$ cat config.mk
export PLATFORM = sky130hd
export DESIGN_NAME = ext_pipe
export DESIGN_NICKNAME = d
export VERILOG_FILES = /design/src/rtl/ext_pipe.sv
export SDC_FILE = /design/constraint.sdc
export NUM_CORES = 1
export LEC_CHECK = 0
export CAP_MARGIN = 20
export CORE_MARGIN = 4
export CORE_UTILIZATION = 30
export CTS_CLUSTER_SIZE = 24
export DETAILED_ROUTE_END_ITERATION = 10
export PLACE_DENSITY = 0.54
export SLEW_MARGIN = 10
export SYNTH_ARGS = -nofsm -noshare
export SYNTH_HDL_FRONTEND = slang
export SYNTH_SLANG_ARGS = --single-unit
$ cat constraint.sdc
create_clock -name clk -period 4.6 [get_ports clk]
set_input_delay 0.92 -clock clk [delete_from_list [all_inputs] [get_ports clk]]
set_output_delay 0.92 -clock clk [all_outputs]
set_load 0.01 [all_outputs]
$ cat src/rtl/ext_pipe.sv
// Registered immediate / load-data extender with a 2-entry output FIFO.
// It flags misaligned halfword loads and keeps a saturating count of them.
module ext_pipe #(
    parameter  int DATA_W = 32,
    parameter  int IMM_W  = 16,
    parameter  int CNT_W  = 8,
    localparam int OFF_W  = $clog2(DATA_W / 8)
) (
    input  logic              clk,
    input  logic              reset,
    input  logic              flush,
    input  logic              in_valid,
    output logic              in_ready,
    input  logic [2:0]        in_op,
    input  logic [DATA_W-1:0] in_data,
    input  logic [OFF_W-1:0]  in_off,
    output logic              out_valid,
    input  logic              out_ready,
    output logic [DATA_W-1:0] out_data,
    output logic              out_err,
    output logic [CNT_W-1:0]  err_cnt
);

    typedef enum logic [2:0] {
        OP_ZEXT = 3'd0,
        OP_SEXT = 3'd1,
        OP_LUI  = 3'd2,
        OP_LBU  = 3'd3,
        OP_LB   = 3'd4,
        OP_LHU  = 3'd5,
        OP_LH   = 3'd6,
        OP_BOFS = 3'd7
    } op_e;

    op_e               op;
    logic [IMM_W-1:0]  imm;
    logic [DATA_W-1:0] imm_sext;
    logic [15:0]       lane_h;
    logic [7:0]        lane_b;
    logic              misaligned;
    logic [DATA_W-1:0] res_data;

    logic [DATA_W-1:0] ent_data [2];
    logic              ent_err  [2];
    logic              wr_ptr;
    logic              rd_ptr;
    logic [1:0]        count;
    logic              push;
    logic              pop;

    // ------------------------------------------------------------------
    // Extension datapath
    // ------------------------------------------------------------------
    assign op       = op_e'(in_op);
    assign imm      = in_data[IMM_W-1:0];
    assign imm_sext = {{(DATA_W - IMM_W){imm[IMM_W-1]}}, imm};

    // Little-endian lane pick: shift the addressed byte down to bit 0.
    assign lane_h = 16'(in_data >> {in_off, 3'b000});
    assign lane_b = lane_h[7:0];

    assign misaligned = ((op == OP_LH) || (op == OP_LHU)) && in_off[0];

    always_comb begin
        // NOTE: default assignment first so no path through the case leaves
        // res_data unassigned, which would otherwise infer a latch.
        res_data = '0;
        case (op)
            OP_ZEXT: res_data = DATA_W'(imm);
            OP_SEXT: res_data = imm_sext;
            OP_LUI:  res_data = {imm, {(DATA_W - IMM_W){1'b0}}};
            OP_LBU:  res_data = DATA_W'(lane_b);
            OP_LB:   res_data = {{(DATA_W - 8){lane_b[7]}}, lane_b};
            OP_LHU:  res_data = misaligned ? '0 : DATA_W'(lane_h);
            OP_LH:   res_data = misaligned ? '0 : {{(DATA_W - 16){lane_h[15]}}, lane_h};
            OP_BOFS: res_data = {imm_sext[DATA_W-3:0], 2'b00};
            default: res_data = '0;
        endcase
    end

    // ------------------------------------------------------------------
    // Handshake and FIFO control
    // ------------------------------------------------------------------
    // Ready depends only on occupancy, never on out_ready.
    assign in_ready  = (count != 2'd2) && !flush;
    assign out_valid = (count != 2'd0);
    assign push      = in_valid && in_ready;
    assign pop       = out_valid && out_ready && !flush;

    assign out_data = ent_data[rd_ptr];
    assign out_err  = ent_err[rd_ptr];

    always_ff @(posedge clk) begin
        // NOTE: state registers use non-blocking assignment so every flop
        // samples pre-edge values regardless of statement order.
        if (reset) begin
            count  <= 2'd0;
            wr_ptr <= 1'b0;
            rd_ptr <= 1'b0;
        end else if (flush) begin
            count  <= 2'd0;
            wr_ptr <= 1'b0;
            rd_ptr <= 1'b0;
        end else begin
            if (push) begin
                wr_ptr <= ~wr_ptr;
            end
            if (pop) begin
                rd_ptr <= ~rd_ptr;
            end
            case ({push, pop})
                2'b10:   count <= count + 2'd1;
                2'b01:   count <= count - 2'd1;
                default: count <= count;
            endcase
        end
    end

    // Entry storage; flush only moves pointers, stale data is harmless.
    always_ff @(posedge clk) begin
        if (reset) begin
            // NOTE: storage is cleared on reset because the head entry is
            // visible on out_data/out_err even while out_valid is low.
            for (int i = 0; i < 2; i++) begin
                ent_data[i] <= '0;
                ent_err[i]  <= 1'b0;
            end
        end else if (push && !flush) begin
            ent_data[wr_ptr] <= res_data;
            ent_err[wr_ptr]  <= misaligned;
        end
    end

    // Counts at acceptance; a later flush does not undo the count.
    always_ff @(posedge clk) begin
        if (reset) begin
            err_cnt <= '0;
        end else if (push && misaligned && (err_cnt != {CNT_W{1'b1}})) begin
            err_cnt <= err_cnt + CNT_W'(1);
        end
    end

endmodule

Yosys cells after proc, flatten, opt, wreduce, memory -nomap -nowiden
Memories as Yosys holds them, arrays and structs flattened. A register that Yosys moved wholly into a read port is not among the register bits.
Index checks and enable logic that the tools add are counted.
- add/sub/neg operators: 3
- equal/unequal tests: 11
- shift operators: 1
- mux-type cells: 19
- bitwise gates (word level): 2
- reductions and logical operators: 16
- operator list (kind ; count):
    case mux 32 bit (8 select lines) ; 1
    two-way mux 32 bit ; 2
    OR reduction 32 bit ; 1
    >> shifter 32 x 5 -> 16 bit ; 1
    two-way mux 16 bit ; 1
    two-way mux 1 bit ; 14
    == test 3 bit (second input constant) ; 4
    adder 8 x 1 -> 8 bit (second input constant) ; 1
    logical AND 1 bit ; 8
    inequality test 8 bit (second input constant) ; 1
    == test 3 x 2 -> 1 bit (second input constant) ; 2
    case mux 2 bit (2 select lines) ; 1
    nonzero test 2 bit ; 2
    == test 3 x 1 -> 1 bit (second input constant) ; 1
    zero test 3 bit ; 1
    adder 2 x 1 -> 2 bit (second input constant) ; 1
    == test 2 x 1 -> 1 bit (second input constant) ; 1
    == test 2 bit (second input constant) ; 1
    inequality test 2 bit (second input constant) ; 1
    NOT 1 bit ; 2
    OR reduction 2 bit ; 1
    subtractor 2 x 1 -> 2 bit (second input constant) ; 1
    zero test 1 bit ; 1
    logical OR 1 bit ; 1
    OR reduction 1 bit ; 1
- register bits: 12
- RAM bits: 66
- input port bits: 42
- output and inout bits: 43
- word-level logic and storage cells: 58
- memories: 2
- memories (memory ; depth ; bits a word ; rd ports ; clocked after Yosys merged registers in ; wr ports ; line ; RTL):
    ent_data ; 2 ; 32 ; 1 ; 1 ; 2 ; 43 ; logic [DATA_W-1:0] ent_data [2];
    ent_err ; 2 ; 1 ; 1 ; 1 ; 2 ; 44 ; logic ent_err [2];

Depth between registers and ports, before layout
- word-level depth: 9
- mapped depth: 8
- gate-level depth less buffers: 8

Worst setup path after synthesis
Ideal clock, no wire load.
- path type: input port to flip-flop
- from: input port flush
- to: memory ent_data[0][0] (enable)
- library setup time: 0.430 ns
- data arrival time: 3.155 ns
- path slack: 1.014 ns
- stages on the path: 4
- buffers on the path: 1
- cell sequence: clkbuf_1 > nand2b_1 > or2_2 > o21bai_1
- RTL lines (what ; line ; RTL):
    start: declaration ; 11 ; input logic flush,
    end: declaration ; 43 ;

Final worst setup path
- from: input port flush
- to: output port in_ready
- longest elaborated chain between the ends: 2
- RTL lines (what ; line ; RTL):
    zero test 1 bit ; 85 ; assign in_ready = (count != 2'd2) && !flush;
    logical AND 1 bit ; 85 ;
    end: declaration ; 13 ; output logic in_ready,
No other way between the ends.

==> impl_results.md <==
* Max Clock Skew at around 0.0056 ns
* Nature of the critical path startpoint: primary input
* Distinct cells, synth at 51
* Hold-critical path depth at 2
* Main combinational cell family by area after synthesis: multiplexers
* Worst-Margin Slew at around 0.8 ns
* Reg-to-reg endpoint: ent_data[0][4]$_SDFFCE_PN0P_
* Hold Path End: err_cnt[4]$_SDFFE_PP0P_
* Final core utilization at between 40% and 50%
* Placed cell areas at between 5000 and 6000 sq um
* Vias in the first global route at about 3,400
* Overall global routing resource usage at between 10 and 15%
* Antenna fix cells at 0
* Worst Setup End Kind: output pin
* Post-DP HPWL at 7.93 mm
* Largest net degree at the start of global routing at 35
* Vias post-DR at roughly 3,300
* CTS tree: yes
* I/O pin cnt at 85
* Port buffer count at 84
* Antenna violations before repair at 0
* Cell Rows at 42
* Final setup vio count at 0
* Post-cts hold buffer count at 0
* Syn_area_per_cell at about 11 sq um
* Hold slack at approximately 0.55 ns
* Reg2reg start: count[1]$_SDFFE_PP0P_
* Slew HR at between 40% and 50%
* Cts repair resizes at 0
* Clock root buffer: clkbuf_16
* Fin nets at a little under 500
* Fin crit period at roughly 3.2 ns
* Asr flop ratio synth at 0%
* Simple-gate share of the synthesized area at between 10% and 20%
* Via/cell ratio at around 5.2
* Critical path class: primary input to output pin
* Clock slew at reported path FFs at roughly 0.06 ns
* FMAX at about 0.32 GHz
* Num CTS Buffers at 9
* Gr ovfl total at 0
* Storage element area at about 2200 sq um
* Sink Count at slightly below 80
* Maximum clock insertion buffer count at 2
* Status: finished, final reports clean
* Core box area at between 10,000 and 15,000 sq um
* Clock Latency Late Sink at roughly 0.33 ns
* Synth Area in Compound Gates at around an eighth
* H-Tree Depth at 3
* Power Dens Cells at about 320 nW/um^2
* Drt drc at 0
* Peak supply drop at ~0.00014 V
* Critical path fanouts, max at 8
* R2r worst-path depth at 5
* Routed Antenna Nets at 0
* Synth Area in XOR/XNOR at 1.66%
* HP Class: flop to flop
* Final Hold Fails at 0
* Grt met1 use at about a fifth
* Seq/Total Area, Yosys at 54.2%
* Synth Flop Type: edfxtp_1
* Multi-input gate area at about 1800 sq um
* Post-synthesis adder-cell area fraction at 0.846%
* Fill count at 1,303
* Die area at roughly 16,000 sq um
* First DRT Iteration DRCs at approximately 310
* Req. time, crit path at between 3 and 4 ns
* Max-slew violation count at 0
* WP data arrival at around 2.2 ns
* #FFs+latches synth at between 70 and 80
* Hold wc startpoint: err_cnt[4]$_SDFFE_PP0P_
* Mux cell area share after synthesis at approximately 14%
* Final setup TNS at 0 ns
* Final critical-path share of the clock period at between 60% and 70%
* Post-synth EDFFs at 66
* Met2 usage in global routing at 24.3%
* R2R setup slack at roughly 2.5 ns
* DR pass1 iterations at 7
* Initial Util at between 30% and 40%
* Layer with the highest usage: met2
* First-pass GRT wire length at around 18 mm
* Number of post-CTS setup repair buffers at 0
* Final instance area at between 5000 and 6000 sq um
* Share of layout cells above drive strength 1 at about 15%
* Syn nets at 415
* Horiz. Die Dim at roughly 130 microns
* P_leak at around 0.0019 uW
* Max-capacitance violation count at 0
* Cell Area, Synth at 4140 sq um
* GR Util met3 at between 3 and 4%
* Yosys warns at 0
* Drt wl/cell at around 19 microns
* Mapped Cells at 371
* RSZ-0062 raised after global routing: no
* Area growth, synth to finish at 31.3%
* GP Congestion at slightly below 0.9
* Die Ht at roughly 130 microns
* WL final at 11.6 mm
==> sequential cells by signal, summed over array words and instances (netlist names), named ones only <==
name / cells
wr_ptr: 1
rd_ptr: 1
ent_data: 64
ent_err: 2
err_cnt: 8
count: 2
==> stage by stage <==
stage | worst slack [ns] | power (uW) | cells
2_1_floorplan | 1.01 | 959 | 371
3_3_place_gp | 1.26 | 1080 | 610
3_5_place_dp | 1.20 | 1090 | 610
4_1_cts | 1.44 | 1780 | 626
5_1_grt | 1.35 | 1830 | 626
6_report | 1.44 | 1760 | 626
==> logic make-up after synthesis <==
kind of cell / after synthesis
AND/OR/NAND/NOR: 117
multiplexers: 53
buffers and inverters: 32
adder cells (fa/ha/maj): 3
AO/OA/AOI/OAI: 80
XOR/XNOR: 7
flip-flops: 79
==> worst max-delay path, cell delays in order <==
cell and delay (ns):
clkdlybuf4s50_1 0.54, nor2_1 0.21, clkdlybuf4s50_1 0.57
==> power by group <==
part	leakage, uW	total, uW	internal (uW)	switching [uW]
sequential	0.000799	815	807	7.78
combinational	0.000946	256	122	134
clock	0.000139	691	415	276
total	0.00188	1760	1340	418
==> layer usage <==
metal / up-vias / wire (microns)
met5: - / 0
met4: 0 / 137
met3: 15 / 693
met2: 111 / 5570
met1: 1586 / 5200
li1: 1559 / -
==> final cells by class <==
cell class                      count  area share, %
Clock buffer                        9           4.14
Clock inverter                      7           1.17
Inverter                            2          0.138
Multi-Input combinational cell    260           32.5
Sequential cell                    79           41.2
Tap cell                          176           4.05
Timing Repair Buffer               93           16.7
==> how the worst max path moves through the flow <==
stage	endpoint	start
floorplan	ent_data[0][0]$_SDFFCE_PN0P_	flush
global placement	err_cnt[5]$_SDFFE_PP0P_	in_op[1]
detailed placement	err_cnt[5]$_SDFFE_PP0P_	in_op[0]
CTS	in_ready	flush
global route	in_ready	flush
finish	in_ready	flush
==> cell usage in the layout (no fill, tap or decap), types with 3 or more instances in the layout <==
cell type,instances
clkdlybuf4s50_1,84
nor3_1,21
o31ai_1,6
mux2_2,33
dfxtp_1,13
xnor2_1,3
or2_2,4
mux2i_1,20
nand2_1,23
a222oi_1,6
a21oi_1,41
xor2_1,3
a22o_1,7
nand2b_1,4
o21ai_1,3
clkbuf_16,9
clkinv_2,3
edfxtp_1,66
or3_1,4
buf_4,9
nor2b_1,4
or4_1,3
nor2_1,40
==> Yosys cell counts, types with 3 or more instances <==
| library cell | n | area [sq um] |
|---|---|---|
| a21oi_1 | 41 | 205 |
| a222oi_1 | 6 | 60.1 |
| a22o_1 | 7 | 61.3 |
| buf_2 | 3 | 15.0 |
| clkbuf_1 | 24 | 90.1 |
| dfxtp_1 | 13 | 260 |
| edfxtp_1 | 66 | 1980 |
| mux2_2 | 33 | 372 |
| mux2i_1 | 20 | 200 |
| nand2_1 | 23 | 86.3 |
| nand2b_1 | 4 | 25.0 |
| nor2_1 | 40 | 150 |
| nor2b_1 | 4 | 25.0 |
| nor3_1 | 21 | 105 |
| o21ai_1 | 3 | 15.0 |
| o31ai_1 | 6 | 45.0 |
| or2_2 | 4 | 25.0 |
| or3_1 | 4 | 25.0 |
| or4_1 | 3 | 22.5 |
| xnor2_1 | 3 | 26.3 |
| xor2_1 | 3 | 26.3 |
Power figures use the tool's default switching activity.
==> RTL edit 1, RTL diff (same settings) <==
`IMM_W`: 16 -> 20.
--- a/src/rtl/ext_pipe.sv
+++ b/src/rtl/ext_pipe.sv
@@ -4,3 +4,3 @@
     parameter  int DATA_W = 32,
-    parameter  int IMM_W  = 16,
+    parameter  int IMM_W  = 20,
     parameter  int CNT_W  = 8,
Check against the original RTL: not equivalent (a bounded check fails within 4 cycles, from zero or initial values and one cycle with reset high).
==> RTL edit 1 against the original RTL <==
  * Sequential cell count unchanged
  * Area after synthesis increased by 1.7%
  * Power up 7.4%
  * Final area up 1.8%
  * Clock power increased by 18%
  * Global-route usage is 0.63 points lower
  * Highest routed layer unchanged
  * First-iteration DRC count grew 13%
  * Wire length is 1.8% lower
  * Setup slack worse by 0.31 ns
  * Critical path depth grew 3
  * Clock skew is 0.0023 ns higher
  * Synthesized cell count is 1.1% higher
==> RTL edit 1: results (changes against the original RTL) <==
* Worst reg2reg startpoint: count[0] (was count[1])
* GRT Resource Usage Total at 14.3% (was 14.9%)
* DRT iter0 DRCs at 352 (was 311)
* Nets at 494 (was 489)
* R2R depth at 7 (was 5)
* Synth cell count leaders: edfxtp_1, nor2_1, mux2_2 (was edfxtp_1, a21oi_1, nor2_1)
* Share of layout cells above drive strength 1 at 15.2% (was 14.9%)
* Mux contribution to synthesized area at 13.1% (was 13.8%)
* Net switching power of the design at 0.430 mW (was 0.418 mW)
* Final Util at 40.0% (was 40.6%)
* Slew Limit Headroom at 45.0% (was 46.9%)
* Worst clock skew at 0.00789 ns (was 0.00560 ns)
* Non-clock buffer share of cell area at 16.4% (was 16.7%)
* Cell type of the slowest stage on the worst timing path: a211oi_4 (was clkdlybuf4s50_1)
* Largest driver fanout on the critical path at 20 (was 8)
* Final Wtd Congestion at 0.829 (was 0.882)
* Global-route wire length before repair at 17.9 mm (was 18.4 mm)
* Global Route met3 Usage at 2.95% (was 3.58%)
* M1 WL at 5.03 mm (was 5.20 mm)
* Placed wire-length estimate at 7.78 mm (was 7.93 mm)
* Clock buffer and inverter area fraction after layout at 6.10% (was 5.32%)
* Total number of multi-input combinational cells at 262 (was 260)
* Layout filler cell count at 1,323 (was 1,303)
* Crit Reg-Reg Endpoint: ent_data[1][8] (was ent_data[0][4])
* Sequential cell area fraction in the yosys report at 53.3% (was 54.2%)
* Met3 Wirelength at 543 um (was 693 um)
* Met1 track demand over resource in global routing at 19.1% (was 19.8%)
* Count of inverters other than clock inverters in the layout at 5 (was 2)
* Launching instance or port of the critical path: in_data[15] (was flush)
* Fraction of met2 tracks used by global routing at 23.4% (was 24.3%)
* Wire per inst at 17.9 um (was 18.5 um)
* Met2 Routed Length at 5.70 mm (was 5.57 mm)
* Switching portion of total power at 22.7% (was 23.7%)
* Status: finished, final reports clean (unchanged)
* FF-to-FF setup slack at 2.42 ns (was 2.52 ns)
## RTL edit 1: cell count changes after synthesis, moves of 5 or more
cell | before | now
a211oi_1 | 2 | 7
a21oi_1 | 41 | 29
a22o_1 | 7 | 18
and3_1 | 2 | 7
mux2_2 | 33 | 40
mux2i_1 | 20 | 8
nor2_1 | 40 | 58
nor3_1 | 21 | 8
o21ai_0 | 2 | 7
## RTL edit 1: stage by stage
stage | instances | hold WS (ns) | setup slack [ns]
floorplan | 375 | 0.516 | 1.30
global placement | 619 | 0.506 | 0.875
detailed placement | 619 | 0.519 | 0.806
CTS | 635 | 0.530 | 1.16
global route | 635 | 0.583 | 0.981
finish | 635 | 0.534 | 1.13
## RTL edit 1: tightest hold or removal path: stages, from the launching register on
cell and delay (ns):
dfxtp_1 0.35, o31ai_1 0.08, a21oi_1 0.06
==> RTL edit 2, RTL diff (same flow settings) <==
Without the edit above. Reset style: asynchronous (`reset`), changed in 3 clocked blocks.
--- a/src/rtl/ext_pipe.sv
+++ b/src/rtl/ext_pipe.sv
@@ -92,3 +92,3 @@
 
-    always_ff @(posedge clk) begin
+    always_ff @(posedge clk or posedge reset) begin
         // NOTE: state registers use non-blocking assignment so every flop
@@ -119,3 +119,3 @@
     // Entry storage; flush only moves pointers, stale data is harmless.
-    always_ff @(posedge clk) begin
+    always_ff @(posedge clk or posedge reset) begin
         if (reset) begin
@@ -134,3 +134,3 @@
     // Counts at acceptance; a later flush does not undo the count.
-    always_ff @(posedge clk) begin
+    always_ff @(posedge clk or posedge reset) begin
         if (reset) begin
Function: differs if reset is asserted again (counterexample within 4 cycles, from zero or initial values and one cycle with reset high); with reset held inactive, the same outputs for 4 cycles.
==> RTL edit 2 against the original RTL <==
  * Global-route usage is 0.40 points higher
  * Final area is 0.44% higher
  * Wire length is 4.7% higher
  * Setup slack worse by 0.12 ns
  * Area after synthesis is 0.48% higher
  * Die area is 0.45% higher
  * Maximum frequency is 3.7% lower
  * Synthesized cell count is 4.9% higher
  * Critical path depth stayed put
  * Sequential cell count is 1 lower
  * Register-to-register slack worse by 0.03 ns
  * Clock skew is 0.0012 ns lower
  * Critical path type is now flop to primary output
Power is not compared: it rests on default switching activity, and its combinational part moved more than twofold at a synthesized area within 25%.
==> RTL edit 2: results (changes against the original RTL) <==
* Mux contribution to synthesized area at 15.3% (was 13.8%)
* Fraction of registers with async set or reset after synthesis at 100% (was 0%)
* Share of layout cells above drive strength 1 at 13.3% (was 14.9%)
* Vias in the first global route at 3,477 (was 3,352)
* Synthesized-area fraction occupied by ao, oa, aoi and oai cells at 19.3% (was 12.5%)
* Pin count of the biggest net entering global routing at 79 (was 35)
* Static leakage power at around 2.3 nW
* Instance area at placement at 5140 um2 (was 5150 um2)
* Actual transition at the worst max-transition pin at 0.855 ns (was 0.797 ns)
* Cell count after placement at 625 (was 610)
* Cell type of the slowest stage on the worst timing path: dfrtp_1 (was clkdlybuf4s50_1)
* Final Wtd Congestion at 0.822 (was 0.882)
* Synthesized netlist net count at 432 (was 415)
* Synth cell count leaders: dfrtp_1, o22a_1, nand2_1 (was edfxtp_1, a21oi_1, nor2_1)
* DRT iter0 DRCs at 201 (was 311)
* Worst hold-check path type: flop to flop (unchanged)
* Via/cell ratio at 5.28 (was 5.23)
* Placed wire-length estimate at 8.57 mm (was 7.93 mm)
* Worst clock skew at 0.00439 ns (was 0.00560 ns)
* Status: finished, final reports clean (unchanged)
* Sequential cell area fraction in the yosys report at 46.9% (was 54.2%)
* Final Instance Count excl. Fillers at 641 (was 626)
* Nets at 503 (was 489)
* Number of distinct library cell variants in the gate-level netlist after synthesis at 43 (was 51)
* Detailed-router iteration count before antenna repair at 5 (was 7)
* Worst Setup Slack post-DPL at 1.21 ns (was 1.20 ns)
* Post-synthesis share of cell area spent on full adders, half adders and majority gates at 0.301% (was 0.846%)
* Post-Synth XOR/XNOR Area at 2.32% (was 1.66%)
* Wire per inst at 18.9 um (was 18.5 um)
* Slowest stage delay, CP at 0.90 ns (was 0.57 ns)
## RTL edit 2: cell types whose count changed after synthesis, moves of 18 or more
cell,change
dfrtp_1,+78
a21oi_1,-22
nor3_1,-18
edfxtp_1,-66
nand2_1,+18
o22a_1,+44
## RTL edit 2: area by class of cell
cell class	instances	area (um2)
clock buffer	10	229
clock inverter	6	86.3
fill	1288	7940
inverter	5	18.8
multi-input combinational	275	2040
sequential	78	1950
tap	176	220
timing repair buffer	91	918
## RTL edit 2: per-layer routing
metal  vias to the layer above  share of wire [%]  track usage [%]
li1                       1583                  -                -
met1                      1673                 46             21.3
met2                       117                 47             23.9
met3                        14                5.1             3.60
met4                         0                1.4             4.73
met5                         -                  0                0
## RTL edit 2: cell families (layout without fill, tap and decap cells)
kind of cell | count (synthesis) | in the layout
AOI/OAI and AO/OA | 103 | 103
DFF | 78 | 78
and+or+nand+nor | 102 | 102
adders and majority gates | 1 | 1
xor gates and xnor gates | 11 | 11
muxes | 58 | 58
buffers and inverters | 36 | 112
## RTL edit 2: power breakdown
part	internal, mW	leakage [nW]	switching (mW)
sequential	0.871	0.926	0.108
clock	0.474	0.152	0.277
combinational	0.430	1.20	0.311
total	1.77	2.27	0.696
## RTL edit 2: stage by stage
stage	hold slack, ns	util, %
global route	0.517	40.7
floorplan	0.475	-
CTS	0.506	40.7
global placement	0.485	38.4
finish	0.500	40.7
detailed placement	0.492	38.4
## RTL edit 2: path summary, 6_finish.rpt
path / cells past startpoint / end / from / slack (ns)
max in group asynchronous: 3 / ent_data[28] / reset / 3.27
max reg2reg: 4 / ent_data[41] / count[0] / 2.49
min in group asynchronous: 3 / ent_data[2] / reset / 0.99
min: 1 / err_cnt[6] / err_cnt[6] / 0.50
max: 3 / out_data[16] / rd_ptr / 1.32
min reg2reg: 1 / err_cnt[6] / err_cnt[6] / 0.50
## RTL edit 2: worst max-delay path: cells and delay by family, from the launching register on
kind | cells | cell delay [ns]
buf+inv | 2 | 0.74
mux | 1 | 0.37
flops | 1 | 0.90
